==> src/rtl/bus_mux2_1.sv <==
// Parameterized 2:1 bus mux leaf cell: combinational out plus a registered copy out_q.
// Define BUS_MUX2_1_STRUCT_EN to build out from gate primitives with 50 ps gate delays.
`timescale 1ns/10ps

module bus_mux2_1 #(
    parameter int WIDTH = 64
) (
    input  logic             clk,
    input  logic             reset,
    input  logic [WIDTH-1:0] in0,
    input  logic [WIDTH-1:0] in1,
    input  logic             sel,
    output logic [WIDTH-1:0] out,
    output logic [WIDTH-1:0] out_q
);

    logic [WIDTH-1:0] r_out_q;

`ifdef BUS_MUX2_1_STRUCT_EN
    wire             w_nsel;
    wire [WIDTH-1:0] w_and0;
    wire [WIDTH-1:0] w_and1;

    // One inverter is shared by every bit slice
    not #0.05 u_nsel (w_nsel, sel);

    for (genvar i = 0; i < WIDTH; i++) begin : g_bit
        and #0.05 u_and0 (w_and0[i], in0[i], w_nsel);
        and #0.05 u_and1 (w_and1[i], in1[i], sel);
        or  #0.05 u_or   (out[i], w_and0[i], w_and1[i]);
    end
`else
    assign out = sel ? in1 : in0;
`endif

    always_ff @(posedge clk) begin
        if (reset) r_out_q <= '0;
        else       r_out_q <= out;
    end

    assign out_q = r_out_q;

endmodule

==> config.mk <==
export PLATFORM = sky130hd
export DESIGN_NAME = bus_mux2_1
export DESIGN_NICKNAME = d
export VERILOG_FILES = /design/src/rtl/bus_mux2_1.sv
export SDC_FILE = /design/constraint.sdc
export NUM_CORES = 1
export LEC_CHECK = 0
export CAP_MARGIN = 0
export CORE_AREA = 5 5 97 99
export DETAILED_ROUTE_END_ITERATION = 12
export DIE_AREA = 0 0 102 104
export DONT_BUFFER_PORTS = 1
export PLACE_DENSITY = 0.53
export SLEW_MARGIN = 20
export SYNTH_ARGS = -nofsm -noshare
export SYNTH_HDL_FRONTEND = slang
export SYNTH_SLANG_ARGS = --single-unit
==> constraint.sdc <==
create_clock -name clk -period 2.9 [get_ports clk]
set_input_delay 0.29 -clock clk [delete_from_list [all_inputs] [get_ports clk]]
set_output_delay 0.29 -clock clk [all_outputs]
set_load 0.05 [all_outputs]
After elaboration in Yosys (flattened, before gate mapping)
Index checks and enable logic that the tools add are counted.

storage, ports and cells
  register bits = 64
  bits in latches = 0
  memory bits (writable) = 0
  bits in read-only memories = 0
  output and inout bits = 128
  memories = 0

operators by class
  $add $sub $neg = 0
  $mul = 0
  divide/modulo/power cells = 0
  magnitude comparators = 0
  eq/ne operators = 0
  shift-type cells = 0
  muxes and demuxes = 1
  bitwise operators = 0
  reductions and logical operators = 0

operator list
  cell                count
  two-way mux 64 bit  1

Longest topological paths before layout
  depth in word-level cells = 1
  mapped depth = 4
  depth with buffers taken out = 2

Worst setup path after synthesis
Ideal clock, no wire load.

  kind = input-to-output
  start point = input port sel
  end point = output port out[10]
  arrival = 0.977 ns
  data required time = 2.610 ns
  path slack = 1.633 ns
  stages = 3
  buffers on the path = 2
  cell sequence = buf_6 buf_6 mux2_4

on the way
  word-level cells in the longest chain between the ends = 1

RTL lines
  what                line  source
  start: declaration  12    input logic sel,
  two-way mux 64 bit  33    assign out = sel ? in1 : in0;
  end: declaration    13    output logic [WIDTH-1:0] out,

Every way passes these cells.

Final worst setup path
  start point = register r_out_q[62] (netlist: out_q[62])
  end point = output port out_q[62]

RTL lines
  what                      line  source
  start: declaration        17    logic [WIDTH-1:0] r_out_q;
  start signal: assignment  38    else r_out_q <= out;
  end: declaration          14    output logic [WIDTH-1:0] out_q

No word-level cell between the ends.

==> reports/metrics.yaml <==
place:
  place_hpwl_um: 5170
  placed_cell_area_um2: 2760
  port_buffers: 0
  gp_congestion: 0.659
synth:
  ys_top_cells_by_count: "dfxtp_1 (64), nor2b_1 (64), mux2_4 (60)"
  synth_ff_type: "dfxtp_1"
  ys_ff_latch: 64
  synth_largest_area_cell: "dfxtp_1"
  syn_inst: 206
  yosysTopAreaCellShare_pct: 46.9
  synthDistinctLibCells: 6
  syn_area_per_cell_um2: 13.3
  synth-seq-area-share_pct: 46.9
  ys_warn_count: 0
  syn_area_um2: 2730
  synth_fp_nets: 337
  synth_area_leaders: "dfxtp_1 (47%), mux2_4 (33%), nor2b_1 (15%)"
  synth_edf_count: 0
  async_reset_ff_share_pct: 0
grt:
  grt_pass1_vias: 1645
  gr-total-overflow: 0
  grt_max_degree: 65
  grt_pass1_wl_um: 9550
  track_usage_pct: 11.9
  antenna_found_initial: 0
drt:
  drt-total-wl_um: 7010
  wl_per_cell_um: 21.8
  first_pass_iters: 6
  vias: 1515
  ant_nets: 0
  drc_errors: 0
  drt-initial-drc-count: 33
  routed_via_density: 4.70
critical_path:
  cp.depth: 0
  critPathCapture: "out_q[62]"
  crit_type: "flop to primary output"
  startpoint_type: "flop"
  path_max_fanout: 1
  critPathRequiredTime_ns: 2.61
  critical_path_arrival_ns: 1.01
  end_kind: "primary output"
  startpoint: "out_q[62]"
final_layout:
  design_area_um2: 3070
  drive_gt1_share_pct: 36.9
  num_antenna_cells: 0
  largest_register_ffs: 64
  final_util_pct: 36.2
  nNetsFinal: 340
  area_growth_pct: 12.3
sta:
  min_period_ns: 1.30
  fmax_mhz: 771
  tightest_slew_ns: 0.570
  timing.slew.headroom_pct: 61.9
  rsz0062_at_grt: "false"
  setup_viol: 0
  hold_viol_final: 0
  tns_ns: 0
  fin_crit_sh_pct: 44.7
  holdWs_ns: 0.0505
  slew_viol_final: 0
clock_network:
  clock_sinks: 64
  cts_tree: "built"
  cts_hold_buffers: 3
  clockBufferDepth: 2
  postCtsSetupBuffers: 0
  htreeDepth: 3
  cts-resized-gates: 0
  clkTransAtPathRegs_ns: 0.06
  numCtsBuffers: 9
  cts_root_buffer: "clkbuf_8"
pwr:
  power-per-cell-area_nw_per_um2: 834
  power.total_mw: 2.56
  ir_drop_uv: 252
  power_leakage_nw: 1.33
floorplan:
  start_util_pct: 32.3
  coreArea_um2: 8470
  die_area_um2: 10600
  num_rows: 34
  ioPinCount: 259
  dieWidth_um: 102
  dieHeight_um: 104
job:
  drv_cap: 0
status:
  status: "finished clean"
hold_path:
  hold_path.class: "input pin to flop"
worst min path at each step:
| stage | depth (start not counted) | startpoint | to | slack [ns] |
|---|---|---|---|---|
| floorplan | 2 | reset | out_q[62] | 0.60 |
| global placement | 1 | reset | out_q[42] | 0.37 |
| detailed placement | 1 | reset | out_q[42] | 0.37 |
| CTS | 1 | reset | out_q[12] | 0.001 |
| global route | 1 | reset | out_q[52] | 0.01 |
| finish | 1 | reset | out_q[56] | 0.05 |
layout by cell type (no fill, tap or decap):
| cell | instances |
|---|---|
| clkinv_4 | 1 |
| clkinv_2 | 1 |
| mux2_2 | 4 |
| mux2_4 | 60 |
| dfxtp_1 | 64 |
| nor2b_1 | 64 |
| dlygate4sd3_1 | 6 |
| clkbuf_1 | 1 |
| clkbuf_8 | 10 |
| bufinv_16 | 3 |
metal layers:
| layer | GRT usage (%) | wire length (um) |
|---|---|---|
| met1 | 12.4 | 2390 |
| met2 | 19.2 | 3550 |
| met4 | 4.69 | 112 |
| met5 | 0 | 0 |
| met3 | 7.51 | 951 |
metrics by stage:
step	worst slack [ns]	std cells
final	1.60	322
after global routing	1.56	322
after CTS	1.57	319
after detailed placement	1.85	300
after global placement	1.86	300
after floorplan	1.63	206
cells by family (layout without fill, tap and decap cells):
family / count (synthesis) / count (layout) / synth area share, %
multiplexers: 64 / 64 / 34.6
flip-flops: 64 / 64 / 46.9
AND/OR/NAND/NOR: 64 / 64 / 14.7
buffers and inverters: 14 / 22 / 3.85
power by group:
part	internal [mW]	switching [mW]	leakage, nW
combinational	0.150	0.312	0.673
sequential	0.939	0.236	0.533
clock	0.595	0.328	0.124
cell type report:
type	count	area [um2]
repair buffers	6	60.1
well taps	108	135
clock inverters	5	104
fillers	805	5400
multi-input cells	128	1350
flip-flops and latches	64	1280
clock buffers	11	141
Power figures use the tool's default switching activity.
